--- config.mk ---
export PLATFORM = sky130hd
export DESIGN_NAME = ll_req_resp_responder
export DESIGN_NICKNAME = d
export VERILOG_FILES = /design/src/rtl/ll_req_resp_responder.sv
export SDC_FILE = /design/constraint.sdc
export NUM_CORES = 1
export LEC_CHECK = 0
export ABC_AREA = 0
export CORE_UTILIZATION = 44
export CTS_CLUSTER_SIZE = 12
export DETAILED_ROUTE_END_ITERATION = 10
export GPL_TIMING_DRIVEN = 0
export PLACE_DENSITY = 0.8
export REMOVE_ABC_BUFFERS = 1
export SLEW_MARGIN = 20
export SYNTH_ARGS = -nofsm -noshare
export SYNTH_HDL_FRONTEND = slang
export SYNTH_SLANG_ARGS = --single-unit
--- constraint.sdc ---
create_clock -name clk -period 3.2 [get_ports clk]
set_clock_uncertainty 0.05 [all_clocks]
set_input_delay 0.32 -clock clk [delete_from_list [all_inputs] [get_ports clk]]
set_output_delay 0.32 -clock clk [all_outputs]
set_load 0.02 [all_outputs]
--- src/rtl/ll_req_resp_responder.sv ---
// Responder end of the linked-list req/resp protocol: checks host requests against
// list occupancy and forwards legal ones to ll_ctrl. Define LL_INTF_TIMEOUT_EN for the ctrl watchdog.
module ll_req_resp_responder #(
  parameter int PTR_WD      = 4,
  parameter int WR_DATA_WD  = 8,
  parameter int TIMEOUT_CYC = 64
) (
  input  logic                  clk,
  input  logic                  reset_n,
  input  logic                  req_vld,
  input  logic [2:0]            req_type,
  input  logic [PTR_WD-1:0]     req_pos,
  input  logic [WR_DATA_WD-1:0] req_data,
  input  logic                  resp_taken,
  output logic                  intf_ready,
  output logic                  resp_vld,
  output logic                  resp_type,
  output logic [WR_DATA_WD-1:0] resp_data,
  output logic                  resp_data_vld,
  output logic                  ctrl_req_vld,
  output logic [2:0]            ctrl_req_type,
  output logic [PTR_WD-1:0]     ctrl_req_pos,
  output logic [WR_DATA_WD-1:0] ctrl_req_data,
  input  logic                  ctrl_req_rdy,
  input  logic                  ctrl_done,
  input  logic [WR_DATA_WD-1:0] ctrl_rd_data,
  output logic [PTR_WD:0]       occupancy
);

  // state   | meaning
  // S_IDLE  | waiting for a host request, intf_ready high
  // S_CHECK | legality check of the captured request against occupancy
  // S_ISSUE | command held on ctrl_req_* until ctrl_req_rdy
  // S_WAIT  | waiting for ctrl_done (or watchdog expiry when built in)
  // S_RESP  | response held until resp_taken
  typedef enum logic [2:0] {S_IDLE, S_CHECK, S_ISSUE, S_WAIT, S_RESP} state_t;

  localparam int             DEPTH    = 2 ** PTR_WD;
  localparam logic [PTR_WD:0] OCC_FULL = (PTR_WD + 1)'(DEPTH);

  state_t                state, state_nxt;
  logic [2:0]            cap_type;
  logic [PTR_WD-1:0]     cap_pos;
  logic [WR_DATA_WD-1:0] cap_data;
  logic                  resp_err;
  logic                  resp_dvld;
  logic [WR_DATA_WD-1:0] resp_dat;
  logic                  is_push, is_pop, is_posop, is_dec, chk_err;
  logic                  wd_expired;

  assign is_push  = (cap_type == 3'd0) || (cap_type == 3'd1);
  assign is_pop   = (cap_type == 3'd2) || (cap_type == 3'd3);
  assign is_posop = (cap_type == 3'd4) || (cap_type == 3'd5);
  assign is_dec   = is_pop || (cap_type == 3'd5);

  assign chk_err = (cap_type > 3'd5)
                || (is_push  && (occupancy == OCC_FULL))
                || (is_pop   && (occupancy == '0))
                || (is_posop && ({1'b0, cap_pos} >= occupancy));

`ifdef LL_INTF_TIMEOUT_EN
  localparam int                WD_WD   = $clog2(TIMEOUT_CYC + 1);
  localparam logic [WD_WD-1:0] WD_LOAD = WD_WD'(TIMEOUT_CYC - 1);
  logic [WD_WD-1:0] wd_cnt;

  // Down-counter loaded on WAIT entry; terminal count flags expiry.
  always_ff @(posedge clk or negedge reset_n) begin
    if (!reset_n)
      wd_cnt <= '0;
    else if (state == S_ISSUE && ctrl_req_rdy)
      wd_cnt <= WD_LOAD;
    else if (state == S_WAIT && wd_cnt != '0)
      wd_cnt <= wd_cnt - WD_WD'(1);
  end

  assign wd_expired = (state == S_WAIT) && (wd_cnt == '0);
`else
  assign wd_expired = 1'b0;
`endif

  always_ff @(posedge clk or negedge reset_n) begin
    if (!reset_n) state <= S_IDLE;
    else          state <= state_nxt;
  end

  always_comb begin
    state_nxt = state;
    case (state)
      S_IDLE:  if (req_vld)                  state_nxt = S_CHECK;
      S_CHECK: state_nxt = chk_err ? S_RESP : S_ISSUE;
      S_ISSUE: if (ctrl_req_rdy)             state_nxt = S_WAIT;
      S_WAIT:  if (ctrl_done || wd_expired)  state_nxt = S_RESP;
      S_RESP:  if (resp_taken)               state_nxt = S_IDLE;
      default: state_nxt = S_IDLE;
    endcase
  end

  always_comb begin
    intf_ready   = (state == S_IDLE);
    ctrl_req_vld = (state == S_ISSUE);
    resp_vld     = (state == S_RESP);
  end

  assign ctrl_req_type = cap_type;
  assign ctrl_req_pos  = cap_pos;
  assign ctrl_req_data = cap_data;
  assign resp_type     = resp_err;
  assign resp_data     = resp_dat;
  assign resp_data_vld = resp_dvld;

  always_ff @(posedge clk or negedge reset_n) begin
    if (!reset_n) begin
      cap_type <= '0;
      cap_pos  <= '0;
      cap_data <= '0;
    end else if (state == S_IDLE && req_vld) begin
      cap_type <= req_type;
      cap_pos  <= req_pos;
      cap_data <= req_data;
    end
  end

  // Response fields are zero outside RESP so resp_data reads 0 whenever it is not meaningful.
  always_ff @(posedge clk or negedge reset_n) begin
    if (!reset_n) begin
      resp_err  <= 1'b0;
      resp_dvld <= 1'b0;
      resp_dat  <= '0;
    end else begin
      case (state)
        S_CHECK: begin
          resp_err  <= chk_err;
          resp_dvld <= 1'b0;
          resp_dat  <= '0;
        end
        S_WAIT: begin
          if (ctrl_done) begin
            resp_err  <= 1'b0;
            resp_dvld <= !is_push;
            resp_dat  <= is_push ? '0 : ctrl_rd_data;
          end else if (wd_expired) begin
            resp_err  <= 1'b1;
          end
        end
        S_RESP: begin
          if (resp_taken) begin
            resp_err  <= 1'b0;
            resp_dvld <= 1'b0;
            resp_dat  <= '0;
          end
        end
        default: ;
      endcase
    end
  end

  always_ff @(posedge clk or negedge reset_n) begin
    if (!reset_n)
      occupancy <= '0;
    else if (state == S_WAIT && ctrl_done) begin
      if (is_push && occupancy != OCC_FULL)
        occupancy <= occupancy + (PTR_WD + 1)'(1);
      else if (is_dec && occupancy != '0)
        occupancy <= occupancy - (PTR_WD + 1)'(1);
    end
  end

endmodule
Word level (Yosys, flattened, before mapping)
Index checks and enable logic that the tools add are counted. Widths: inputs -> output; s select.

Equal/unequal tests: 15. Reduce and logical (&&, ||, !) cells: 24. Order comparisons: 2. Add/sub/neg operators: 2. Muxes and demuxes: 17.

Operator list (count): $mux 8 (3); $pmux 8 s3 (1); $mux 3 (5); $pmux 3 s5 (1); $eq 3x2->1 const B (4); $mux 5 (2); $eq 3x3->1 const B (3); $logic_and 1x1->1 (7); $logic_or 1x1->1 (7); $eq 3x1->1 const B (2); $logic_not 3->1 (2); $ne 2x2->1 const B (3); $pmux 1 s3 (2); $add 5x1->5 const B (1); $eq 5x5->1 const B (1); $ge 4x5->1 (1); $logic_not 5->1 (1); $ne 5x5->1 const B (1); $reduce_bool 5->1 (1); $sub 5x1->5 const B (1); $reduce_and 4->1 (1); $gt 3x3->1 const B (1); $mux 1 (3); $reduce_and 3->1 (1); other kinds (5) (5).

Input bits: 29. Register bits after elaboration: 33.

Logic depth before layout (Yosys ltp)
Depth after elaboration: 8. Gate-level depth with buffers: 9. Mapped depth without buffers: 9.

Worst setup path after synthesis
Ideal clock, no wire load.

Kind: register -> register. From: register occupancy[1]. To: register occupancy[4]. Clock period less this slack: 2315 ps. Arrival: 2142 ps. Data required time: 3027 ps. Cell stages (with the launch flop): 10. Path buffers: 0. Path slack: 885 ps. Cells stage by stage: dfrtp_1 nor4_4 a21boi_0 inv_1 ha_1 a21o_1 a21oi_1 xnor2_1 nor2_1 xnor2_1.

Cells in the longest elaborated chain, start to end: 4. Elaborated cells on any way between the ends: 10. Those cells by class: 2 x add/sub; 1 x eq/ne; 2 x mux; 5 x reduce/logical.

Ends and longest elaborated chain: from (decl) (line 27) `output logic [PTR_WD:0] occupancy`; from (signal assigned) (line 162) `occupancy <= occupancy + (PTR_WD + 1)'(1);`; from (signal assigned) (line 164) `occupancy <= occupancy - (PTR_WD + 1)'(1);`; branches (longest 4 deep; another with $sub 5x1->5).

Several ways; the timed one is not identified. The select of a mux whose other input is x is not followed. A chain may end at the register's enable or synchronous reset.

Final worst setup path
From: register occupancy[0]. To: register occupancy[4].

The elaborated chain is that of the path after synthesis.

==> results.tsv <==
stage	metric	value	unit
status	status	completed	
die	Die Wd	63.0	um
yosys	Post-Syn Area	1640	um2
yosys	ys async rst share	100	%
die	Initial Util	47.5	%
setup_path	critical path type	flop to flop	
clocking	CTS tree	yes	
route	uppermost layer routed	met4	
setup_path	crit path DAT	2.58	ns
final_layout	post-route cell area	2410	um2
route	Total Wirelength	3630	um
global_routing	vias in the first global route	1267	
route	DR WL met3	131	um
yosys	most common cell in the synthesized netlist	dfrtp_1	
run	Max Cap Viol	0	
final_layout	# diodes	0	
yosys	Synth area leader	dfrtp_1	
setup_path	Reg2Reg Depth	9	
setup_path	slowest stage delay, CP	0.49	ns
yosys	Seq cells post-synth	33	
sta	Tmin final	2.47	ns
placement	DP HPWL	2760	um
sta	final setup violation count	0	
clocking	cts repair resizes	0	
route	via count	1247	
setup_path	Worst R2R End	occupancy[4]	
sta	RSZ-0062 raised after global routing	false	
power	PwrDens	1110	nW/um2
route	DR pass1 iterations	4	
die	Ports	62	
setup_path	R2R Setup Slk	0.73	ns
setup_path	r2r startpoint	occupancy[0]	
placement	Placed Area	2290	um2
clocking	Root Buffer Master	clkbuf_8	
route	DRT met1 WL	1620	um
clocking	worst-skew pair later-pin latency	0.28	ns
power	Overall Power	0.00267	W
final_layout	final net count	232	
route	DR iter-0 viols	65	
sta	Least-Margin Pin Slew	0.736	ns
sta	WHS	0.335	ns
yosys	ys flop type	dfrtp_1	
yosys	ranking of synthesized cells by area	dfrtp_1 (50%), mux2_2 (9.6%), ha_1 (5.4%)	
die	row count	21	
setup_path	Worst EP required	3.32	ns
setup_path	Setup crit start kind	flop	
clocking	clock transition at the registers of the reported paths	0.06	ns
placement	Port Buffers	61	
sta	Setup TNS Final	0	ns
sta	final hold violation count	0	
yosys	syn_area_per_cell	12.7	um2
sta	crit share post-route	77.1	%
sta	Rel. slew slack	50.9	%
setup_path	CP endpoint kind	flop	
placement	gpl congestion	0.785	
global_routing	first-pass GRT wire length	6170	um
setup_path	slowest stage cell, crit path	dfrtp_1	
setup_path	critical path's most frequent cell	xnor2_1	
route	Post-route DRC	0	
setup_path	Max FO, Critical Path	6	
hold_path	worst min path class	input port to async pin	
power	peak supply drop	0.000523	V
clocking	clock sink total	33	
yosys	yosys warns	0	
global_routing	grt ovf	0	
clocking	CTS max path bufs	2	
yosys	Distinct cells, synth	37	
global_routing	largest net degree at the start of global routing	30	
final_layout	share of cells above drive strength 1	17.3	%
sta	fin. max-slew vios	0	
route	Avg WL per Cell	15.0	um
yosys	Post-synth EDFFs	0	
yosys	post-synth top area share	50.5	%
die	Die Footprint	3970	um2
clocking	Post CTS Setup Buffer Count	0	
global_routing	initial antenna violation count	0	
yosys	commonest cells in the synthesized netlist	dfrtp_1 (33), mux2_2 (14), a22o_1 (8)	
clocking	CTS Buf Count	5	
final_layout	Finished Layout Cells	242	
setup_path	worst-path cell chain	nor4_4 > a21boi_0 > inv_1 > ha_1 > a21o_1 > a21oi_1 > xnor2_1 > nor2_1 > xnor2_1	
clocking	CTS H-tree depth	2	
final_layout	area grow syn2layout	47.6	%
sta	fmax	405	MHz
placement	placed insts	233	
power	leakage power	1.03	nW
yosys	Seq/Total Area, Yosys	50.5	%
route	met2 WL post-DR	1830	um
global_routing	total track usage	20.6	%
route	post-detailed-route count of antenna-violating nets	0	
die	core area	3440	um2
die	die span in y	63.0	um
route	vias per cell	5.15	
yosys	Syn Inst Count	129	
what timing repair did:
item / in CTS / in global routing
setup endpoints to repair: 0 / 0
hold buffers: 1 / 0
hold endpoints to repair: 4 / 0
worst max-delay path: cells and delay by family (launching register included):
kind                       cells  cell delay (ns)
AOI/OAI and AO/OA              3             0.58
xor gates and xnor gates       2             0.27
DFF                            1             0.49
and+or+nand+nor                2             0.49
adders and majority gates      1             0.29
buffers and inverters          1             0.18
power by group:
| part | internal (W) | switching [W] |
|---|---|---|
| Sequential | 0.000618 | 0.000216 |
| Clock | 0.000254 | 0.000148 |
| Combinational | 0.000744 | 0.000689 |
cell families (layout without fill, tap and decap cells):
family	after synthesis	after routing	share of synthesized area, %
DFF	33	33	50.5
AOI/OAI and AO/OA	32	32	15.7
and+or+nand+nor	25	25	10.5
muxes	15	15	10.6
buffers and inverters	11	78	3.52
adders and majority gates	8	8	6.57
xor gates and xnor gates	5	5	2.68
cell usage in the layout, fill, tap and decap left out, drive strengths merged, types with 2 or more instances in the layout:
cell type / count
nand2b: 4
buf: 2
o21ai: 5
ha: 7
xor2: 2
nor3: 3
nand2: 5
clkbuf: 7
nor2: 5
a211oi: 3
clkdlybuf4s50: 60
mux2: 15
inv: 7
nand3b: 2
o211ai: 2
a32oi: 2
xnor2: 3
a21oi: 4
dfrtp: 33
a22o: 8
a21o: 5
sequential cells by signal (all words and copies together), names as in the netlist:
name	cells
ctrl_req_data	8
ctrl_req_pos	4
ctrl_req_type	3
occupancy	5
resp_data	8
resp_data_vld	1
resp_type	1
state	3
cell type report:
type / count / area (um2)
Fill cell: 278 / 1030
Sequential cell: 33 / 826
Multi-Input combinational cell: 85 / 753
Timing Repair Buffer: 63 / 636
Clock buffer: 7 / 86.3
Tap cell: 46 / 57.6
Clock inverter: 1 / 30.0
Inverter: 7 / 26.3
per-layer routing:
metal,global-route usage (%),up-vias
li1,-,600
met4,8.72,0
met5,0,-
met1,26.0,613
met2,33.3,29
met3,5.11,5
metrics by stage:
| stage | setup WS (ns) | utilization (%) |
|---|---|---|
| after floorplan | 0.885 | - |
| after global placement | 0.816 | 66.0 |
| after detailed placement | 0.724 | 66.5 |
| after CTS | 0.716 | 70.2 |
| after global routing | 0.536 | 70.2 |
| final | 0.734 | 70.2 |
how the worst max path moves through the flow:
stage / start / to / slack, ns / cells after the start
4_1_cts: occupancy[0] / occupancy[4] / 0.72 / 9
2_1_floorplan: occupancy[1] / occupancy[4] / 0.89 / 9
3_3_place_gp: occupancy[1] / occupancy[4] / 0.82 / 9
5_1_grt: occupancy[0] / occupancy[4] / 0.54 / 9
6_report: occupancy[0] / occupancy[4] / 0.73 / 9
3_5_place_dp: occupancy[0] / occupancy[4] / 0.72 / 9
(Power assumes the default switching activity.)
